**config.mk**
```make
export PLATFORM = sky130hd
export DESIGN_NAME = ball_sequencer
export DESIGN_NICKNAME = d
export VERILOG_FILES = /design/src/rtl/ball_sequencer.sv
export SDC_FILE = /design/constraint.sdc
export NUM_CORES = 1
export LEC_CHECK = 0
export ABC_AREA = 1
export BUFFER_PORTS_ARGS = -buffer_cell sky130_fd_sc_hd__buf_2
export CELL_PAD_IN_SITES_DETAIL_PLACEMENT = 1
export CELL_PAD_IN_SITES_GLOBAL_PLACEMENT = 2
export CORE_MARGIN = 8
export CORE_UTILIZATION = 34
export CTS_BUF_LIST = sky130_fd_sc_hd__clkbuf_4 sky130_fd_sc_hd__clkbuf_8
export CTS_CLUSTER_DIAMETER = 60
export CTS_CLUSTER_SIZE = 10
export DETAILED_ROUTE_END_ITERATION = 8
export GPL_TIMING_DRIVEN = 0
export PLACE_DENSITY_LB_ADDON = 0.1
export SETUP_SLACK_MARGIN = 0.3
export SYNTH_ARGS = -nofsm -noshare
export SYNTH_HDL_FRONTEND = slang
export SYNTH_SLANG_ARGS = --single-unit
```
**constraint.sdc**
```tcl
create_clock -name clk -period 2.3 [get_ports clk]
set_input_delay 0.46 -clock clk [delete_from_list [all_inputs] [get_ports clk]]
set_output_delay 0.46 -clock clk [all_outputs]
set_load 0.01 [all_outputs]
```
**src/rtl/ball_sequencer.sv**
```systemverilog
// ball_sequencer: per-frame ball controller. On each accepted frame tick it erases
// the old ball square, steps the ball one pixel diagonally (bouncing off the
// playfield edges) and redraws it, streaming pixels over a valid/ready interface.
module ball_sequencer #(
    parameter int unsigned X_MAX       = 160,
    parameter int unsigned Y_MAX       = 120,
    parameter int unsigned SIZE        = 4,
    parameter int unsigned X_START     = 78,
    parameter int unsigned Y_START     = 58,
    parameter logic [2:0]  BALL_COLOUR = 3'b111,
    parameter logic [2:0]  BG_COLOUR   = 3'b000
) (
    input  logic       clk,
    input  logic       resetn,
    input  logic       frame_tick,
    input  logic       enable,
    input  logic       vga_ready,
    output logic       plot_en,
    output logic [9:0] plot_x,
    output logic [9:0] plot_y,
    output logic [2:0] plot_colour,
    output logic [9:0] ball_x,
    output logic [9:0] ball_y,
    output logic       x_dir,
    output logic       y_dir,
    output logic       busy,
    output logic       overrun
);

    localparam logic [9:0] XLim   = 10'(X_MAX - SIZE);
    localparam logic [9:0] YLim   = 10'(Y_MAX - SIZE);
    localparam logic [9:0] LastD  = 10'(SIZE - 1);
    localparam logic [9:0] XStart = 10'(X_START);
    localparam logic [9:0] YStart = 10'(Y_START);

    typedef enum logic [1:0] {StIdle, StErase, StMove, StDraw} state_e;

    state_e     state_q, state_d;
    logic       pending_q, drawn_q, overrun_q;
    logic [9:0] dx_q, dy_q;
    logic [9:0] ball_x_q, ball_y_q;
    logic       x_dir_q, y_dir_q;

    logic       tick, consume, xfer, last_pix;
    logic       x_dir_n, y_dir_n;
    logic [9:0] ball_x_n, ball_y_n;

    assign tick     = frame_tick && enable;
    assign consume  = (state_q == StIdle) && pending_q;
    assign xfer     = plot_en && vga_ready;
    assign last_pix = (dx_q == LastD) && (dy_q == LastD);

    assign ball_x  = ball_x_q;
    assign ball_y  = ball_y_q;
    assign x_dir   = x_dir_q;
    assign y_dir   = y_dir_q;
    assign overrun = overrun_q;

    // State register
    always_ff @(posedge clk or negedge resetn) begin
        if (!resetn) state_q <= StIdle;
        else         state_q <= state_d;
    end

    // Next-state logic
    always_comb begin
        state_d = state_q;
        unique case (state_q)
            StIdle:  if (pending_q) state_d = drawn_q ? StErase : StDraw;
            StErase: if (xfer && last_pix) state_d = StMove;
            StMove:  state_d = StDraw;
            StDraw:  if (xfer && last_pix) state_d = StIdle;
            default: state_d = StIdle;
        endcase
    end

    // Outputs: pixel stream is zeroed whenever nothing is being plotted
    always_comb begin
        plot_en     = 1'b0;
        plot_x      = 10'd0;
        plot_y      = 10'd0;
        plot_colour = BG_COLOUR;
        busy        = (state_q != StIdle);
        if (state_q == StErase || state_q == StDraw) begin
            plot_en     = 1'b1;
            plot_x      = ball_x_q + dx_q;
            plot_y      = ball_y_q + dy_q;
            plot_colour = (state_q == StDraw) ? BALL_COLOUR : BG_COLOUR;
        end
    end

    // Bounce decision uses the pre-move position; a corner flips both axes at once
    always_comb begin
        x_dir_n = x_dir_q;
        y_dir_n = y_dir_q;
        if (ball_x_q == XLim)       x_dir_n = 1'b0;
        else if (ball_x_q == 10'd0) x_dir_n = 1'b1;
        if (ball_y_q == YLim)       y_dir_n = 1'b0;
        else if (ball_y_q == 10'd0) y_dir_n = 1'b1;
        ball_x_n = x_dir_n ? ball_x_q + 10'd1 : ball_x_q - 10'd1;
        ball_y_n = y_dir_n ? ball_y_q + 10'd1 : ball_y_q - 10'd1;
    end

    // Tick capture: a single pending slot, overrun flags a tick lost to a full slot
    always_ff @(posedge clk or negedge resetn) begin
        if (!resetn) begin
            pending_q <= 1'b0;
            overrun_q <= 1'b0;
        end else begin
            pending_q <= tick | (pending_q & ~consume);
            overrun_q <= tick & pending_q & ~consume;
        end
    end

    // Pixel counters: cleared outside the streaming states, advance on transfer
    always_ff @(posedge clk or negedge resetn) begin
        if (!resetn) begin
            dx_q <= 10'd0;
            dy_q <= 10'd0;
        end else if (state_q == StIdle || state_q == StMove) begin
            dx_q <= 10'd0;
            dy_q <= 10'd0;
        end else if (xfer) begin
            if (dx_q == LastD) begin
                dx_q <= 10'd0;
                dy_q <= (dy_q == LastD) ? 10'd0 : dy_q + 10'd1;
            end else begin
                dx_q <= dx_q + 10'd1;
            end
        end
    end

    // Ball position/direction, plus the "something is on screen" flag
    always_ff @(posedge clk or negedge resetn) begin
        if (!resetn) begin
            ball_x_q <= XStart;
            ball_y_q <= YStart;
            x_dir_q  <= 1'b1;
            y_dir_q  <= 1'b1;
            drawn_q  <= 1'b0;
        end else begin
            if (state_q == StMove) begin
                ball_x_q <= ball_x_n;
                ball_y_q <= ball_y_n;
                x_dir_q  <= x_dir_n;
                y_dir_q  <= y_dir_n;
            end
            if (state_q == StDraw && xfer && last_pix) drawn_q <= 1'b1;
        end
    end

endmodule

```
## Word-level counts from Yosys, hierarchy flattened

Index checks and enable logic that the tools add are counted.

- Reductions and logical operators: 17
- Eq/ne operators: 10
- Multipliers: 0
- Bitwise gates (word level): 5
- Muxes and demuxes: 23
- Add/sub/neg operators: 8
- Divide/modulo/power cells: 0
- Shifts and indexed selects: 0
- Order comparisons: 0

Operators by type and width:

| cell | number |
|---|---|
| $mux 10 | 11 |
| $add 10x1->10 const B | 4 |
| $add 10x10->10 | 2 |
| $eq 10x2->1 const B | 2 |
| $logic_not 10->1 | 2 |
| $sub 10x1->10 const B | 2 |
| $eq 10x7->1 const B | 1 |
| $eq 10x8->1 const B | 1 |
| $mux 2 | 4 |
| $pmux 2 s4 | 1 |
| $logic_and 1x1->1 | 7 |
| $mux 3 | 2 |
| $ne 2x2->1 const B | 3 |
| $reduce_bool 2->1 | 3 |
| $mux 1 | 5 |
| $eq 2x2->1 const B | 2 |
| $and 1x1->1 | 3 |
| $reduce_and 3->1 | 1 |
| $eq 2x1->1 const B | 1 |
| $logic_not 2->1 | 1 |
| $logic_or 1x1->1 | 2 |
| $reduce_and 2->1 | 1 |
| $not 1->1 | 1 |
| $or 1x1->1 | 1 |

- Memory bits (read-only): 0
- RAM bits: 0
- Memories: 0
- Bits in latches: 0
- Register bits after elaboration: 47

## Logic depth before layout (Yosys ltp)

- Word-level depth: 7
- Gate-level depth with buffers: 17

## Worst setup path before layout

Ideal clock, no wire load.

- Path type: flip-flop to output port
- Start point: register ball_x_q[0] (netlist: ball_x[0])
- End point: output port plot_x[8]
- Slack: -39 ps
- Arrival: 1,879 ps
- Stages on the path, launching flop included: 11
- Data required time: 1,840 ps
- Cell sequence: dfrtp_1 ha_1 inv_1 fa_1 o21ai_2 nand2_1 nor2_1 nand2_1 nand3_1 nand2_1 nor2_1

- Word-level cells in the longest chain between the ends: 2

RTL lines:

| what | line | source |
|---|---|---|
| start: declaration | 41 | `logic [9:0] ball_x_q, ball_y_q;` |
| start signal: assignment | 136 | `ball_x_q <= XStart;` |
| start signal: assignment | 143 | `ball_x_q <= ball_x_n;` |
| $add 10x10->10 | 86 | `plot_x = ball_x_q + dx_q;` |
| $mux 10 | 84 | `if (state_q == StErase \|\| state_q == StDraw) begin` |
| end: declaration | 19 | `output logic [9:0] plot_x,` |

Every way passes these cells.

## Worst setup path after layout

- Start point: register dx_q[0]
- End point: output port plot_x[8]

- Word-level cells in the longest chain between the ends: 2

RTL lines:

| what | line | source |
|---|---|---|
| start: declaration | 40 | `logic [9:0] dx_q, dy_q;` |
| start signal: assignment | 128 | `dx_q <= dx_q + 10'd1;` |
| $add 10x10->10 | 86 |  |
| $mux 10 | 84 |  |

Every way passes these cells.

==> impl_results.html <==
<table>
<tr><th>Metric</th><th>Value</th></tr>
<tr><th colspan="2">Run status</th></tr>
<tr><td>Result of the run</td><td>finished with violations</td></tr>
<tr><td>Failing checks</td><td>setup timing</td></tr>
<tr><th colspan="2">Yosys</th></tr>
<tr><td>Syn avg cell area</td><td>6.96 um2</td></tr>
<tr><td>Dominant combinational cell family by area after synthesis</td><td>simple AND/OR/NAND/NOR gates</td></tr>
<tr><td>Multiplexer fraction of the synthesized cell area</td><td>0%</td></tr>
<tr><td>XOR/XNOR share of the synthesized area</td><td>3.95%</td></tr>
<tr><td>Simple-gate portion of the synthesized area</td><td>31.3%</td></tr>
<tr><td>Synthesis-stage register bit count</td><td>47</td></tr>
<tr><td>Synthesized area</td><td>0.00421 mm2</td></tr>
<tr><td>Synthesized instance count</td><td>605</td></tr>
<tr><td>Post-synthesis share of cell area spent on full adders, half adders and majority gates</td><td>13.8%</td></tr>
<tr><td>Synthesized netlist net count</td><td>654</td></tr>
<tr><td>Synth unique cells</td><td>38</td></tr>
<tr><td>Synthesized-area fraction occupied by ao, oa, aoi and oai cells</td><td>13.2%</td></tr>
<tr><td>YS warnings</td><td>0</td></tr>
<tr><td>Share of the yosys chip area belonging to registers</td><td>28.2%</td></tr>
<tr><th colspan="2">Power and ir drop</th></tr>
<tr><td>VDD IR-drop max</td><td>0.876 mV</td></tr>
<tr><td>Switching power as a share of total power</td><td>50.4%</td></tr>
<tr><td>Clock group share of total power</td><td>5.4%</td></tr>
<tr><td>Net Switching</td><td>6.26 mW</td></tr>
<tr><td>Cell internal pwr</td><td>6.16 mW</td></tr>
<tr><td>Fraction of power consumed by combinational cells</td><td>81.5%</td></tr>
<tr><td>Leakage</td><td>3.09 nW</td></tr>
<tr><td>Power density of the placed cells</td><td>1800 mW/mm2</td></tr>
<tr><td>Share of power burned in registers</td><td>13.1%</td></tr>
<tr><th colspan="2">Floorplan</th></tr>
<tr><td>Area enclosed by the die boundary</td><td>0.0162 mm2</td></tr>
<tr><td>Die outline height</td><td>127 um</td></tr>
<tr><td>Starting Density</td><td>34.9%</td></tr>
<tr><td>Std-Cell Rows</td><td>40</td></tr>
<tr><td>Die W</td><td>127 um</td></tr>
<tr><td>Core Region</td><td>0.0121 mm2</td></tr>
<tr><td>Top-Level Pins</td><td>53</td></tr>
<tr><th colspan="2">Critical path</th></tr>
<tr><td>Required time at the worst-slack endpoint</td><td>1840 ps</td></tr>
<tr><td>Type of the worst setup path</td><td>flop to output port</td></tr>
<tr><td>CP max stage cell</td><td>sky130_fd_sc_hd__dfrtp_1</td></tr>
<tr><td>Critical-path maximum fanout</td><td>3</td></tr>
<tr><td>Largest stage delay on the critical path</td><td>450 ps</td></tr>
<tr><td>Worst reg-to-reg path cell count</td><td>19</td></tr>
<tr><td>Worst r2r src</td><td>ball_y[1]</td></tr>
<tr><td>Buffers and inverters on the worst path</td><td>2</td></tr>
<tr><td>Data arrival time at the worst-slack endpoint</td><td>2270 ps</td></tr>
<tr><td>Cell family contributing the most delay on the critical path</td><td>adder cells</td></tr>
<tr><td>Sort of element at the end of the critical path</td><td>output port</td></tr>
<tr><td>End of the worst register-to-register path</td><td>ball_y[9]</td></tr>
<tr><td>Worst-case register-to-register setup slack</td><td>-320 ps</td></tr>
<tr><td>Cell breakdown of the critical path</td><td>ha_4 -&gt; inv_4 -&gt; fa_2 -&gt; o21ai_4 -&gt; nand2_2 -&gt; nor2_4 -&gt; nand2_2 -&gt; nand3_2 -&gt; nand2_2 -&gt; nor2_2 -&gt; buf_2</td></tr>
<tr><td>Dominant cell type by count on the critical path</td><td>sky130_fd_sc_hd__nand2_2</td></tr>
<tr><td>Crit path launch type</td><td>flop</td></tr>
<tr><th colspan="2">Timing</th></tr>
<tr><td>Final Hold Vio Count</td><td>0</td></tr>
<tr><td>Max Freq</td><td>367 MHz</td></tr>
<tr><td>Share of the cycle needed by the critical path after routing</td><td>119%</td></tr>
<tr><td>Slew @ Worst Pin</td><td>1170 ps</td></tr>
<tr><td>Post-Route Skew</td><td>12.1 ps</td></tr>
<tr><td>Final setup margin</td><td>-426 ps</td></tr>
<tr><td>Endpoints failing setup</td><td>29</td></tr>
<tr><td>Setup TNS after final layout</td><td>-6310 ps</td></tr>
<tr><td>Setup repair after global routing missed its margin</td><td>yes</td></tr>
<tr><td>Post-route minimum period</td><td>2730 ps</td></tr>
<tr><td>Final Slew Violations</td><td>0</td></tr>
<tr><td>Remaining max-slew budget at the tightest pin</td><td>21.8%</td></tr>
<tr><th colspan="2">Route</th></tr>
<tr><td>Antenna-violating nets left</td><td>0</td></tr>
<tr><td>Final routed DRC violation total</td><td>0</td></tr>
<tr><td>Pre-antenna DRT Iters</td><td>4</td></tr>
<tr><td>Post-detailed-route wirelength per cell</td><td>19.0 um</td></tr>
<tr><td>Count of vias placed by the detailed router</td><td>4780</td></tr>
<tr><td>Per-cell via count in the routed design</td><td>5.16</td></tr>
<tr><td>Routed wire length</td><td>17600 um</td></tr>
<tr><td>DRT iter0 DRCs</td><td>246</td></tr>
<tr><th colspan="2">Clocking</th></tr>
<tr><td>Count of clock tree sinks</td><td>47</td></tr>
<tr><td>Number of clock buffers inserted by TritonCTS</td><td>5</td></tr>
<tr><td>Clk buf depth</td><td>2</td></tr>
<tr><td>Hold-fix buffers, CTS</td><td>0</td></tr>
<tr><td>Clk pin slew, worst setup/hold paths</td><td>100 ps</td></tr>
<tr><td>Clk root buf</td><td>sky130_fd_sc_hd__clkbuf_8</td></tr>
<tr><td>Clock insertion delay at the later pin of the skew report</td><td>320 ps</td></tr>
<tr><td>Htree depth</td><td>2</td></tr>
<tr><td>CTS tree</td><td>built</td></tr>
<tr><th colspan="2">Global routing</th></tr>
<tr><td>Number of antenna violations at the first check in global routing</td><td>0</td></tr>
<tr><td>Pin count of the biggest net entering global routing</td><td>48</td></tr>
<tr><td>Global-route usage over all layers</td><td>20.5%</td></tr>
<tr><td>First-pass GRT wire length</td><td>26600 um</td></tr>
<tr><td>Vias in the first global route</td><td>4971</td></tr>
<tr><td>Global route total overflow</td><td>0</td></tr>
<tr><th colspan="2">Finish</th></tr>
<tr><td>NumNets Final</td><td>806</td></tr>
<tr><td>Antenna diode count</td><td>0</td></tr>
<tr><td>Cell area after layout</td><td>0.00690 mm2</td></tr>
<tr><td>Layout Utilization</td><td>57.2%</td></tr>
<tr><td>Synth-to-Final Area Change</td><td>63.9%</td></tr>
<tr><td>Proportion of layout cells with a drive suffix above 1</td><td>51.5%</td></tr>
<tr><th colspan="2">Hold path</th></tr>
<tr><td>Hold Crit Class</td><td>input port to async pin</td></tr>
<tr><th colspan="2">Placement</th></tr>
<tr><td>Weighted congestion reported at the end of routability-driven placement</td><td>0.835</td></tr>
<tr><td>Detailed placement HPWL</td><td>10500 um</td></tr>
<tr><td>Number of port buffers</td><td>52</td></tr>
<tr><td>Instance area at placement</td><td>0.00498 mm2</td></tr>
<tr><td>Pre-CTS setup slack</td><td>-200 ps</td></tr>
<tr><th colspan="2">Flow run</th></tr>
<tr><td>Number of max-cap violations</td><td>0</td></tr>
</table>
==> worst max path at each step <==
stage               from        end  slack (ps)  cells after the start
3_3_place_gp   ball_y[0]  plot_y[8]        -190                     11
3_5_place_dp     dy_q[0]  plot_y[8]        -200                     11
6_report         dx_q[0]  plot_x[8]        -430                     11
2_1_floorplan  ball_x[0]  plot_x[8]         120                     10
4_1_cts        ball_y[1]  plot_y[8]        -360                     10
5_1_grt          dx_q[0]  plot_x[8]        -530                     11
==> sequential cells by signal, indices dropped and copies added (netlist names) <==
| register | count |
|---|---|
| x_dir | 1 |
| ball_x | 10 |
| dx_q | 10 |
| pending_q | 1 |
| drawn_q | 1 |
| ball_y | 10 |
| overrun | 1 |
| y_dir | 1 |
| state_q | 2 |
| dy_q | 10 |
==> cell usage in the layout, fill, tap and decap left out, types with 13 or more instances in the layout <==
cell type,netlist,final
sky130_fd_sc_hd__buf_2,2,49
sky130_fd_sc_hd__nor2_1,64,41
sky130_fd_sc_hd__nand2_1,147,112
sky130_fd_sc_hd__xor2_1,15,13
sky130_fd_sc_hd__buf_4,3,57
sky130_fd_sc_hd__nand3_2,0,16
sky130_fd_sc_hd__nand2_2,0,27
sky130_fd_sc_hd__a21oi_2,0,19
sky130_fd_sc_hd__dfrtp_1,37,22
sky130_fd_sc_hd__dfrtp_2,0,15
sky130_fd_sc_hd__o21ai_1,10,20
sky130_fd_sc_hd__o21ai_2,3,13
sky130_fd_sc_hd__inv_1,80,61
sky130_fd_sc_hd__inv_2,2,13
sky130_fd_sc_hd__nand3_1,49,28
sky130_fd_sc_hd__a21oi_1,36,14
sky130_fd_sc_hd__ha_4,0,31
sky130_fd_sc_hd__buf_6,3,41
sky130_fd_sc_hd__nor2_4,3,14
==> synthesized netlist by cell type (all sizes together) <==
cell | number | share of area [%]
a211oi | 2 | 0.36
a21o | 2 | 0.36
a21oi | 36 | 4.3
a31oi | 2 | 0.30
buf | 8 | 1.6
clkbuf | 3 | 0.27
clkinv | 1 | 0.089
dfrtp | 37 | 22
dfstp | 10 | 6.2
fa | 4 | 1.9
ha | 40 | 12
inv | 84 | 7.6
nand2 | 148 | 13
nand3 | 49 | 5.8
nand3b | 4 | 0.71
nand4 | 11 | 1.6
nor2 | 68 | 7.0
nor3 | 17 | 2.1
nor4 | 2 | 0.30
o21a | 6 | 1.1
o21ai | 38 | 4.8
o21bai | 5 | 0.89
o22ai | 4 | 0.59
o311ai | 1 | 0.21
o31ai | 2 | 0.36
or2 | 2 | 0.30
xnor2 | 4 | 0.83
xor2 | 15 | 3.1
==> cell families (layout without fill, tap and decap cells) <==
kind of cell             Yosys count  count (layout)
AND/OR/NAND/NOR                  301             302
AO/OA/AOI/OAI                     98              98
buffers and inverters             96             248
flip-flops                        47              47
adder cells (fa/ha/maj)           44              44
XOR/XNOR                          19              19
==> repair_timing <==
action	CTS	global route
pin swaps	71	67
gates resized for setup	152	125
setup endpoints to repair	35	47
setup buffers	65	25
gates cloned	2	1
==> power by group through the flow <==
stage | Sequential (mW) | Combinational, mW | Clock, mW
after floorplan | 1.66 | 4.04 | 0
after global placement | 1.76 | 5.53 | 0
after detailed placement | 1.78 | 5.68 | 0
after CTS | 1.60 | 7.97 | 0.688
after global routing | 1.65 | 10.9 | 0.721
final | 1.63 | 10.1 | 0.677
==> metal layers <==
metal / track usage (%) / vias to the layer above / part of all wire [%]
met5: 0 / - / 0
met4: 4.90 / 0 / 2.3
met3: 3.20 / 19 / 4.1
met2: 36.0 / 101 / 50
met1: 25.8 / 2365 / 44
li1: - / 2295 / -
==> layout make-up <==
cell class	count	area, um2
fillers	1427	5160
multi-input cells	463	3760
flip-flops and latches	47	1210
repair buffers	144	1160
inverters	85	352
well taps	168	210
plain buffers	11	100
clock buffers	6	82.6
clock inverters	2	35.0
==> per-stage QoR <==
step / power, mW / std cells / hold WS (ps)
floorplan: 5.69 / 605 / 164
global placement: 7.29 / 825 / 463
detailed placement: 7.47 / 825 / 460
CTS: 10.3 / 900 / 377
global route: 13.3 / 926 / 397
finish: 12.4 / 926 / 358
No activity file was read; power rests on OpenSTA's default activity.
